$ cat config.mk
export PLATFORM = sky130hd
export DESIGN_NAME = inst_loader
export DESIGN_NICKNAME = d
export VERILOG_FILES = /design/src/rtl/mips_pkg.sv /design/src/rtl/byte_assembler.sv /design/src/rtl/inst_loader.sv
export SDC_FILE = /design/constraint.sdc
export NUM_CORES = 1
export LEC_CHECK = 0
export CORE_ASPECT_RATIO = 2
export CORE_UTILIZATION = 23
export DETAILED_ROUTE_END_ITERATION = 16
export PLACE_DENSITY_LB_ADDON = 0.2
export SYNTH_ARGS = -nofsm -noshare
export SYNTH_HDL_FRONTEND = slang
export SYNTH_SLANG_ARGS = --single-unit
$ cat constraint.sdc
create_clock -name clock -period 4.9 [get_ports clock]
set_input_delay 0.735 -clock clock [delete_from_list [all_inputs] [get_ports clock]]
set_output_delay 0.735 -clock clock [all_outputs]
set_load 0.02 [all_outputs]
$ cat src/rtl/mips_pkg.sv
// ============================================================================
// Module   : mips_pkg
// Brief    : Shared types and widths for the MIPS core and its boot loader.
//            LOADER_CHECKSUM_EN adds the CSUM loader state.
// Revision : 1.0 - initial release
// ============================================================================
`default_nettype none

package mips_pkg;

    localparam int HDR_BYTES  = 2;
    localparam int WORD_BYTES = 4;
    localparam int INST_W     = 32;
    localparam int BCNT_W     = $clog2(WORD_BYTES);

    typedef enum logic [2:0] {
        HDR_HI = 3'd0,
        HDR_LO = 3'd1,
        DATA   = 3'd2,
`ifdef LOADER_CHECKSUM_EN
        CSUM   = 3'd3,
`endif
        DONE   = 3'd4,
        ERR    = 3'd5
    } loader_state_t;

endpackage

`default_nettype wire

$ cat src/rtl/byte_assembler.sv
// ============================================================================
// Module   : byte_assembler
// Brief    : Packs a big-endian byte stream into 32-bit words; word_valid is
//            a registered one-cycle strobe following the word's last byte.
// Revision : 1.0 - initial release
// ============================================================================
`default_nettype none

module byte_assembler
    import mips_pkg::*;
(
    input  logic              clock,
    input  logic              reset,
    input  logic              byte_en,
    input  logic [7:0]        byte_in,
    output logic [INST_W-1:0] word,
    output logic              word_valid,
    output logic              word_done
);

    localparam logic [BCNT_W-1:0] c_last_byte = BCNT_W'(WORD_BYTES - 1);

    logic [INST_W-1:0] r_shift;
    logic [BCNT_W-1:0] r_cnt;
    logic              r_word_valid;

    // High when the byte being accepted this cycle completes a word.
    assign word_done  = byte_en && (r_cnt == c_last_byte);
    assign word       = r_shift;
    assign word_valid = r_word_valid;

    always_ff @(posedge clock) begin
        if (reset) begin
            r_shift      <= '0;
            r_cnt        <= '0;
            r_word_valid <= 1'b0;
        end else begin
            r_word_valid <= word_done;
            if (byte_en) begin
                r_shift <= {r_shift[INST_W-9:0], byte_in};
                r_cnt   <= r_cnt + 1'b1;
            end
        end
    end

endmodule

`default_nettype wire

$ cat src/rtl/inst_loader.sv
// ============================================================================
// Module   : inst_loader
// Brief    : Boot-time byte-stream loader for the instruction memory; holds
//            the core until the program is loaded. Define LOADER_CHECKSUM_EN
//            to require a trailing XOR checksum byte.
// Revision : 1.0 - initial release
// ============================================================================
`default_nettype none

module inst_loader
    import mips_pkg::*;
#(
    parameter int ADDR_W = 10
) (
    input  logic              clock,
    input  logic              reset,
    input  logic              in_valid,
    input  logic [7:0]        in_data,
    output logic              in_ready,
    output logic              inst_we,
    output logic [ADDR_W-1:0] inst_addr,
    output logic [INST_W-1:0] inst_wdata,
    output logic              cpu_hold,
    output logic              done,
    output logic              error
);

    localparam int CNT_W = HDR_BYTES * 8;
    localparam logic [CNT_W:0] c_max_words = (CNT_W + 1)'(1) << ADDR_W;

    loader_state_t     r_state;
    loader_state_t     w_next;
    logic [CNT_W-1:0]  r_count;
    logic [ADDR_W:0]   r_word_idx;
    logic [CNT_W-1:0]  w_hdr_n;
    logic              w_last_word;
    logic              w_byte_en;
    logic              w_word_valid;
    logic              w_word_done;
    logic [INST_W-1:0] w_word;

`ifdef LOADER_CHECKSUM_EN
    logic [7:0]        r_csum;
`else
    logic              r_final;
`endif

    byte_assembler u_asm (
        .clock      (clock),
        .reset      (reset),
        .byte_en    (w_byte_en),
        .byte_in    (in_data),
        .word       (w_word),
        .word_valid (w_word_valid),
        .word_done  (w_word_done)
    );

    assign w_hdr_n     = {r_count[CNT_W-1:8], in_data};
    // Word index is one bit wider than the address so a full-memory load ends cleanly.
    assign w_last_word = ((CNT_W + 1)'(r_word_idx) + (CNT_W + 1)'(1)) == {1'b0, r_count};

    assign inst_we    = w_word_valid;
    assign inst_addr  = r_word_idx[ADDR_W-1:0];
    assign inst_wdata = w_word;

    always_ff @(posedge clock) begin
        if (reset) begin
            r_state <= HDR_HI;
        end else begin
            r_state <= w_next;
        end
    end

    always_comb begin
        w_next    = r_state;
        in_ready  = 1'b0;
        cpu_hold  = 1'b1;
        done      = 1'b0;
        error     = 1'b0;
        w_byte_en = 1'b0;
        case (r_state)
            HDR_HI: begin
                in_ready = 1'b1;
                if (in_valid) w_next = HDR_LO;
            end
            HDR_LO: begin
                in_ready = 1'b1;
                if (in_valid) begin
                    if (w_hdr_n == '0) begin
`ifdef LOADER_CHECKSUM_EN
                        w_next = CSUM;
`else
                        w_next = DONE;
`endif
                    end else if ({1'b0, w_hdr_n} > c_max_words) begin
                        w_next = ERR;
                    end else begin
                        w_next = DATA;
                    end
                end
            end
            DATA: begin
                in_ready  = 1'b1;
                w_byte_en = in_valid;
`ifdef LOADER_CHECKSUM_EN
                if (w_word_done && w_last_word) w_next = CSUM;
`else
                // Leave one cycle after the last byte so done follows the final write strobe.
                if (r_final) w_next = DONE;
`endif
            end
`ifdef LOADER_CHECKSUM_EN
            CSUM: begin
                in_ready = 1'b1;
                if (in_valid) w_next = (in_data == r_csum) ? DONE : ERR;
            end
`endif
            DONE: begin
                cpu_hold = 1'b0;
                done     = 1'b1;
            end
            ERR: begin
                error = 1'b1;
            end
            default: begin
                w_next = ERR;
            end
        endcase
    end

    always_ff @(posedge clock) begin
        if (reset) begin
            r_count    <= '0;
            r_word_idx <= '0;
        end else begin
            if (r_state == HDR_HI && in_valid) r_count[CNT_W-1:8] <= in_data;
            if (r_state == HDR_LO && in_valid) r_count[7:0]       <= in_data;
            if (w_word_valid) r_word_idx <= r_word_idx + 1'b1;
        end
    end

`ifdef LOADER_CHECKSUM_EN
    always_ff @(posedge clock) begin
        if (reset) begin
            r_csum <= '0;
        end else if (in_valid && (r_state == HDR_HI || r_state == HDR_LO || r_state == DATA)) begin
            r_csum <= r_csum ^ in_data;
        end
    end
`else
    always_ff @(posedge clock) begin
        if (reset) begin
            r_final <= 1'b0;
        end else begin
            r_final <= (r_state == DATA) && w_word_done && w_last_word;
        end
    end
`endif

endmodule

`default_nettype wire

==> run_summary.xml, run 1 <==
<?xml version="1.0" encoding="UTF-8"?>
<metrics>
  <group name="timing">
    <metric name="max_slew.worst_pin.slew" unit="ns">0.664</metric>
    <metric name="finalCriticalPeriod" unit="ns">2.73</metric>
    <metric name="skew" unit="ns">0.00570</metric>
    <metric name="postLayoutSetupSlackWorst" unit="ns">2.17</metric>
    <metric name="timing.setup.tns" unit="ns">0</metric>
    <metric name="post-route-period-util" unit="%">55.7</metric>
    <metric name="slew_viol_final" unit="">0</metric>
    <metric name="unrepaired_setup_endpoints_after_global_routing" unit="">no</metric>
    <metric name="slew_limit_headroom" unit="%">55.7</metric>
    <metric name="hold_viol" unit="">0</metric>
    <metric name="report.final.setup_viol" unit="">0</metric>
    <metric name="fmax" unit="GHz">0.366</metric>
  </group>
  <group name="die">
    <metric name="io-pin-count" unit="">58</metric>
    <metric name="chipWidth" unit="um">82.0</metric>
    <metric name="die_h" unit="um">162</metric>
    <metric name="placement_rows" unit="">58</metric>
    <metric name="floorplan.core_area" unit="um2">12600</metric>
    <metric name="start_util" unit="%">23.5</metric>
    <metric name="die-area" unit="um2">13300</metric>
  </group>
  <group name="yosys">
    <metric name="synth_top_cell_by_area" unit="">sky130_fd_sc_hd__dfxtp_1</metric>
    <metric name="synth_commonest_cells" unit="">sky130_fd_sc_hd__nand2_1 (110), sky130_fd_sc_hd__dfxtp_1 (66), sky130_fd_sc_hd__a21oi_1 (53), sky130_fd_sc_hd__nor2_1 (19), sky130_fd_sc_hd__clkbuf_1 (17)</metric>
    <metric name="synth_most_common_cell" unit="">sky130_fd_sc_hd__nand2_1</metric>
    <metric name="postSynth.asyncResetShare" unit="%">0</metric>
    <metric name="parity_gate_share_of_the_synthesized_area_counting_xor_and_xnor_cells" unit="%">7.43</metric>
    <metric name="syn-mean-instance-area" unit="um2">7.92</metric>
    <metric name="synth.ff_latch_count" unit="">66</metric>
    <metric name="synth.area.top_cells" unit="">sky130_fd_sc_hd__dfxtp_1 (45%), sky130_fd_sc_hd__nand2_1 (14%), sky130_fd_sc_hd__a21oi_1 (9.0%)</metric>
    <metric name="yosys-mux-area-fraction" unit="%">0.679</metric>
    <metric name="number_of_nets_produced_by_synthesis" unit="">385</metric>
    <metric name="synth_top_area_share" unit="%">44.8</metric>
    <metric name="post_synth_inst_count" unit="">372</metric>
    <metric name="total_of_warnings_raised_by_yosys" unit="">0</metric>
    <metric name="distinct_cell_type_count_of_the_synthesized_netlist" unit="">46</metric>
    <metric name="yosys.area_share.simple" unit="%">26.8</metric>
    <metric name="synth-edff-count" unit="">0</metric>
    <metric name="ys.flop_type" unit="">sky130_fd_sc_hd__dfxtp_1</metric>
    <metric name="synth_top_family_by_area" unit="">simple AND/OR/NAND/NOR gates</metric>
    <metric name="synth_compound_gate_area_share" unit="%">13.0</metric>
    <metric name="synth.yosys.seq_area_share" unit="%">44.8</metric>
    <metric name="netlist_area" unit="um2">2950</metric>
    <metric name="post_synth_fa_ha_maj_area_fraction" unit="%">0.849</metric>
  </group>
  <group name="outcome">
    <metric name="outcome" unit="">finished, final reports clean</metric>
  </group>
  <group name="clock_tree">
    <metric name="cts.sink_count" unit="">66</metric>
    <metric name="clk_latency" unit="ns">0.33</metric>
    <metric name="clock_transition_at_path_regs" unit="ns">0.05</metric>
    <metric name="tritoncts" unit="">yes</metric>
    <metric name="post_cts_hold_buffer_count" unit="">0</metric>
    <metric name="post_cts_buffers" unit="">0</metric>
    <metric name="cts.path.max_buffers" unit="">2</metric>
    <metric name="cts_repair_resize_count" unit="">0</metric>
    <metric name="cts_max_level" unit="">3</metric>
    <metric name="cts_inserted_buffers" unit="">9</metric>
    <metric name="clockRootBuffer" unit="">sky130_fd_sc_hd__clkbuf_16</metric>
  </group>
  <group name="global_route">
    <metric name="global_route.usage.total" unit="%">13.1</metric>
    <metric name="largest_net_degree_at_the_start_of_global_routing" unit="">36</metric>
    <metric name="grt_pass1_wl" unit="mm">13.0</metric>
    <metric name="grt_overflow" unit="">0</metric>
    <metric name="antenna_found_initial" unit="">0</metric>
    <metric name="first_global_vias" unit="">2516</metric>
  </group>
  <group name="drt">
    <metric name="drc_errors" unit="">0</metric>
    <metric name="drt_first_pass_iters" unit="">4</metric>
    <metric name="drt.antenna.violating_nets" unit="">0</metric>
    <metric name="per_cell_via_count_in_the_routed_design" unit="">4.57</metric>
    <metric name="detailroute.via_count" unit="">2566</metric>
    <metric name="first_iter_violations" unit="">96</metric>
    <metric name="drt-total-wl" unit="mm">8.06</metric>
    <metric name="post_drt_wl_per_cell" unit="um">14.4</metric>
  </group>
  <group name="finish">
    <metric name="post_route_cells_drive_above_1_share" unit="%">5.84</metric>
    <metric name="fillCellCount" unit="">1347</metric>
    <metric name="num_antenna_cells" unit="">0</metric>
    <metric name="postLayoutCoreUtil" unit="%">30.6</metric>
    <metric name="finalInstanceArea" unit="um2">3840</metric>
    <metric name="final_net_count" unit="">419</metric>
    <metric name="area_delta_synth_final" unit="%">30.2</metric>
  </group>
  <group name="worst_setup_path">
    <metric name="timing.critical_path.buf_inv" unit="">2</metric>
    <metric name="crit_type" unit="">flip-flop to output port</metric>
    <metric name="critical_path_sink_type" unit="">output port</metric>
    <metric name="timing.critical_path.arrival" unit="ns">1.99</metric>
    <metric name="crit_path_max_incr_delay" unit="ns">0.59</metric>
    <metric name="cell_family_with_the_largest_share_of_critical_path_delay" unit="">buffers and inverters</metric>
    <metric name="crit_required" unit="ns">4.16</metric>
    <metric name="r2r_setup_slack" unit="ns">2.59</metric>
    <metric name="critical_path.max_fanout" unit="">9</metric>
    <metric name="worstPathCellList" unit="">or3b_2 &gt; inv_1 &gt; clkdlybuf4s50_1</metric>
    <metric name="cp-start-kind" unit="">flip-flop</metric>
    <metric name="crit_path_top_delay_cell" unit="">sky130_fd_sc_hd__clkdlybuf4s50_1</metric>
  </group>
  <group name="place">
    <metric name="placed_cell_area" unit="um2">3550</metric>
    <metric name="hpwlAfterDp" unit="mm">5.79</metric>
    <metric name="gp_congestion" unit="">0.810</metric>
    <metric name="place_worst_setup_slack" unit="ns">2.36</metric>
    <metric name="io_buffer_count" unit="">57</metric>
  </group>
  <group name="pwr">
    <metric name="power_density" unit="nW/um2">337</metric>
    <metric name="maximum_ir_drop_on_the_vdd_rail" unit="mV">0.186</metric>
    <metric name="p_leak" unit="nW">1.27</metric>
  </group>
  <group name="worst_hold_path">
    <metric name="worst_min_path_class" unit="">flip-flop to flip-flop</metric>
  </group>
  <group name="flow_run">
    <metric name="maxCapViolations" unit="">0</metric>
  </group>
</metrics>
==> stage by stage <==
step,hold WS [ns],total power [mW],cells
after floorplan,0.436,0.650,372
after global placement,0.446,0.691,545
after detailed placement,0.454,0.692,545
after CTS,0.461,1.31,561
after global routing,0.473,1.35,561
final,0.458,1.29,561
==> placed cells by master, fill, tap and decap left out, types with 2 or more instances in the layout <==
cell type	Yosys	routed
sky130_fd_sc_hd__nor2b_1	2	2
sky130_fd_sc_hd__xnor2_1	11	11
sky130_fd_sc_hd__and3b_1	3	3
sky130_fd_sc_hd__nand2_1	110	110
sky130_fd_sc_hd__or3_1	2	2
sky130_fd_sc_hd__nor4_1	3	3
sky130_fd_sc_hd__dfxtp_1	66	66
sky130_fd_sc_hd__and3_1	2	2
sky130_fd_sc_hd__o211ai_1	2	2
sky130_fd_sc_hd__clkdlybuf4s50_1	0	56
sky130_fd_sc_hd__nand3_1	9	9
sky130_fd_sc_hd__clkbuf_16	0	9
sky130_fd_sc_hd__nor2_1	19	19
sky130_fd_sc_hd__xor2_1	14	14
sky130_fd_sc_hd__nor4b_1	2	2
sky130_fd_sc_hd__mux2i_1	2	2
sky130_fd_sc_hd__and2_1	2	2
sky130_fd_sc_hd__clkbuf_1	17	3
sky130_fd_sc_hd__nand4_1	5	5
sky130_fd_sc_hd__a21oi_1	53	53
sky130_fd_sc_hd__buf_4	10	3
sky130_fd_sc_hd__ha_1	2	2
sky130_fd_sc_hd__clkbuf_8	0	3
sky130_fd_sc_hd__a31oi_1	2	2
sky130_fd_sc_hd__and4_1	2	2
==> path summary, 6_finish.rpt <==
path,startpoint,end,cells past startpoint
hold / removal,u_asm.word[30],u_asm.word[30],2
setup reg to reg,r_word_idx[0],r_final,6
hold reg to reg,u_asm.word[30],u_asm.word[30],2
setup / recovery,r_state[2],done,3
==> final cells by class <==
class,instances,area (um2),area share [%]
Clock inverter,1,7.51,0.196
Multi-Input combinational cell,268,1450,37.8
Tap cell,150,188,4.89
Clock buffer,15,278,7.24
Sequential cell,66,1320,34.4
Timing Repair Buffer,60,588,15.3
Inverter,1,3.75,0.0978
==> metal layers <==
metal | routed length [um] | up-vias | global-route usage, %
met1 | 3200 | 1187 | 14.2
met5 | 0 | - | 0
met4 | 174 | 0 | 6.30
li1 | - | 1306 | -
met3 | 311 | 13 | 2.70
met2 | 4380 | 60 | 23.1
==> power breakdown <==
group	internal [mW]	switching [mW]
registers	0.552	0.0200
logic	0.0457	0.0623
clock network	0.384	0.227
total	0.982	0.309
==> flip-flops by register name (all words and copies together), names as in the netlist <==
name	flops
r_state	3
u_asm.r_cnt	2
r_final	1
u_asm.word_valid	1
r_count	16
u_asm.word	32
r_word_idx	11
==> tightest hold or removal path, stage by stage (launching register included) <==
cell	delay [ns]
sky130_fd_sc_hd__dfxtp_1	0.31
sky130_fd_sc_hd__nand2_1	0.05
sky130_fd_sc_hd__a21oi_1	0.05
==> cell families after synthesis <==
family,Yosys count
AOI/OAI and AO/OA,68
xor gates and xnor gates,25
DFF,66
buffers and inverters,38
and+or+nand+nor,171
muxes,2
adders and majority gates,2
No activity file was read; power rests on OpenSTA's default activity.
==> run 2: changes to the inputs <==
==> constraint.sdc (replaced) <==
create_clock -name clock -period 2.6 [get_ports clock]
set_input_delay 0.39 -clock clock [delete_from_list [all_inputs] [get_ports clock]]
set_output_delay 0.39 -clock clock [all_outputs]
set_load 0.02 [all_outputs]
==> run 2 against run 1 <==
Against the previous run: cell area up 0.65%; non-clock buffer count up 2; global-route usage up 0.43 points; highest routed layer unchanged.
==> run_summary.xml, run 2 (same netlist as run 1, synthesis figures left out) <==
<?xml version="1.0" encoding="UTF-8"?>
<metrics>
  <group name="worst_setup_path">
    <metric name="cell_family_with_the_largest_share_of_critical_path_delay" unit="">buffers and inverters</metric>
    <metric name="critical_path_sink_type" unit="">output port</metric>
    <metric name="timing.critical_path.buf_inv" unit="">2</metric>
    <metric name="worstPathCellList" unit="">or3b_2 &gt; inv_1 &gt; clkdlybuf4s50_1</metric>
    <metric name="crit_required" unit="ns">2.21</metric>
    <metric name="crit_path_top_delay_cell" unit="">sky130_fd_sc_hd__clkdlybuf4s50_1</metric>
    <metric name="timing.critical_path.arrival" unit="ns">1.99</metric>
    <metric name="crit_path_max_incr_delay" unit="ns">0.59</metric>
    <metric name="cp-start-kind" unit="">flip-flop</metric>
    <metric name="critical_path.max_fanout" unit="">9</metric>
    <metric name="regToRegStartpoint" unit="">r_word_idx[1]</metric>
    <metric name="crit_type" unit="">flip-flop to output port</metric>
    <metric name="startpoint" unit="">r_state[2]</metric>
  </group>
  <group name="clock_tree">
    <metric name="clock_transition_at_path_regs" unit="ns">0.06</metric>
    <metric name="cts_max_level" unit="">3</metric>
    <metric name="post_cts_hold_buffer_count" unit="">0</metric>
    <metric name="post_cts_buffers" unit="">0</metric>
    <metric name="cts.sink_count" unit="">66</metric>
    <metric name="cts.path.max_buffers" unit="">2</metric>
    <metric name="clockRootBuffer" unit="">sky130_fd_sc_hd__clkbuf_16</metric>
    <metric name="cts_inserted_buffers" unit="">9</metric>
    <metric name="tritoncts" unit="">yes</metric>
    <metric name="cts_repair_resize_count" unit="">0</metric>
    <metric name="clk_latency" unit="ns">0.34</metric>
  </group>
  <group name="timing">
    <metric name="post-route-period-util" unit="%">91.5</metric>
    <metric name="max_slew.worst_pin.slew" unit="ns">0.698</metric>
    <metric name="slew_limit_headroom" unit="%">53.5</metric>
    <metric name="finalCriticalPeriod" unit="ns">2.38</metric>
    <metric name="fin_hold_ws" unit="ns">0.301</metric>
    <metric name="fmax" unit="GHz">0.421</metric>
    <metric name="timing.setup.tns" unit="ns">0</metric>
    <metric name="slew_viol_final" unit="">0</metric>
    <metric name="report.final.setup_viol" unit="">0</metric>
    <metric name="hold_viol" unit="">0</metric>
    <metric name="unrepaired_setup_endpoints_after_global_routing" unit="">no</metric>
    <metric name="skew" unit="ns">0.00540</metric>
  </group>
  <group name="global_route">
    <metric name="grt_pass1_wl" unit="mm">13.2</metric>
    <metric name="first_global_vias" unit="">2445</metric>
    <metric name="grt_overflow" unit="">0</metric>
    <metric name="antenna_found_initial" unit="">0</metric>
    <metric name="grt_util_met3" unit="%">2.36</metric>
    <metric name="global_route.usage.total" unit="%">13.5</metric>
    <metric name="met1_usage" unit="%">14.9</metric>
    <metric name="largest_net_degree_at_the_start_of_global_routing" unit="">65</metric>
    <metric name="most_used_layer_global_route" unit="">met2</metric>
    <metric name="met2_usage" unit="%">22.7</metric>
  </group>
  <group name="worst_hold_path">
    <metric name="worst_min_path_class" unit="">input port to flip-flop</metric>
    <metric name="hold_wc_startpoint" unit="">reset</metric>
  </group>
  <group name="drt">
    <metric name="first_iter_violations" unit="">157</metric>
    <metric name="drt_first_pass_iters" unit="">4</metric>
    <metric name="post_drt_wl_per_cell" unit="um">14.7</metric>
    <metric name="drc_errors" unit="">0</metric>
    <metric name="drt-total-wl" unit="mm">8.25</metric>
    <metric name="drt.antenna.violating_nets" unit="">0</metric>
    <metric name="per_cell_via_count_in_the_routed_design" unit="">4.58</metric>
    <metric name="detailroute.via_count" unit="">2581</metric>
  </group>
  <group name="finish">
    <metric name="num_antenna_cells" unit="">0</metric>
    <metric name="post_route_cells_drive_above_1_share" unit="%">7.02</metric>
    <metric name="area_delta_synth_final" unit="%">31.0</metric>
    <metric name="final_net_count" unit="">421</metric>
    <metric name="commonest_cells_after_routing_fill_and_taps_aside" unit="">sky130_fd_sc_hd__nand2_1 (110), sky130_fd_sc_hd__dfxtp_1 (66), sky130_fd_sc_hd__clkdlybuf4s50_1 (56)</metric>
    <metric name="most_frequent_standard_cell_in_the_layout_excluding_fill_and_tap_cells" unit="">sky130_fd_sc_hd__nand2_1</metric>
    <metric name="largest_register_ff_count" unit="">32</metric>
  </group>
  <group name="pwr">
    <metric name="p_leak" unit="nW">1.29</metric>
    <metric name="power_density" unit="nW/um2">644</metric>
    <metric name="maximum_ir_drop_on_the_vdd_rail" unit="mV">0.386</metric>
    <metric name="report.power.total" unit="mW">2.49</metric>
  </group>
  <group name="flow_run">
    <metric name="maxCapViolations" unit="">0</metric>
  </group>
  <group name="die">
    <metric name="die_h" unit="um">162</metric>
    <metric name="io-pin-count" unit="">58</metric>
    <metric name="chipWidth" unit="um">82.0</metric>
    <metric name="start_util" unit="%">23.5</metric>
    <metric name="floorplan.core_area" unit="um2">12600</metric>
    <metric name="placement_rows" unit="">58</metric>
    <metric name="die-area" unit="um2">13300</metric>
  </group>
  <group name="place">
    <metric name="gp_congestion" unit="">0.801</metric>
    <metric name="io_buffer_count" unit="">57</metric>
    <metric name="hpwlAfterDp" unit="mm">6.00</metric>
  </group>
  <group name="outcome">
    <metric name="outcome" unit="">finished, final reports clean</metric>
  </group>
</metrics>
==> run 2: per-layer routing <==
metal / wire length [um] / part of all wire [%]
met1: 3230 / 39
met2: 4350 / 53
met3: 292 / 3.5
met4: 379 / 4.6
met5: 0 / 0
==> run 2: path summary, 6_finish.rpt <==
check	to	slack, ns	cells after the start
hold / removal	u_asm.word_valid	0.30	2
setup reg to reg	r_final	0.47	6
setup / recovery	done	0.22	3
hold reg to reg	u_asm.word[25]	0.45	2
==> run 2: where the power goes <==
part	leakage, nW	switching (mW)	internal [mW]
Combinational	0.615	0.120	0.0871
Clock	0.145	0.462	0.739
Sequential	0.534	0.0387	1.04
Total	1.29	0.621	1.87
==> run 2: area by class of cell <==
| cell class | count | area, um2 |
|---|---|---|
| fillers | 1366 | 8690 |
| multi-input cells | 268 | 1450 |
| flip-flops and latches | 66 | 1320 |
| repair buffers | 62 | 603 |
| clock buffers | 9 | 225 |
| well taps | 150 | 188 |
| clock inverters | 7 | 70.1 |
| inverters | 1 | 3.75 |
==> run 2: metrics by stage <==
stage	std cells	instance area, um2	utilization (%)	setup WS [ns]
floorplan	372	2950	-	0.827
global placement	547	3570	28.4	0.424
detailed placement	547	3570	28.4	0.393
CTS	563	3860	30.8	0.199
global route	563	3860	30.8	0.170
finish	563	3860	30.8	0.222
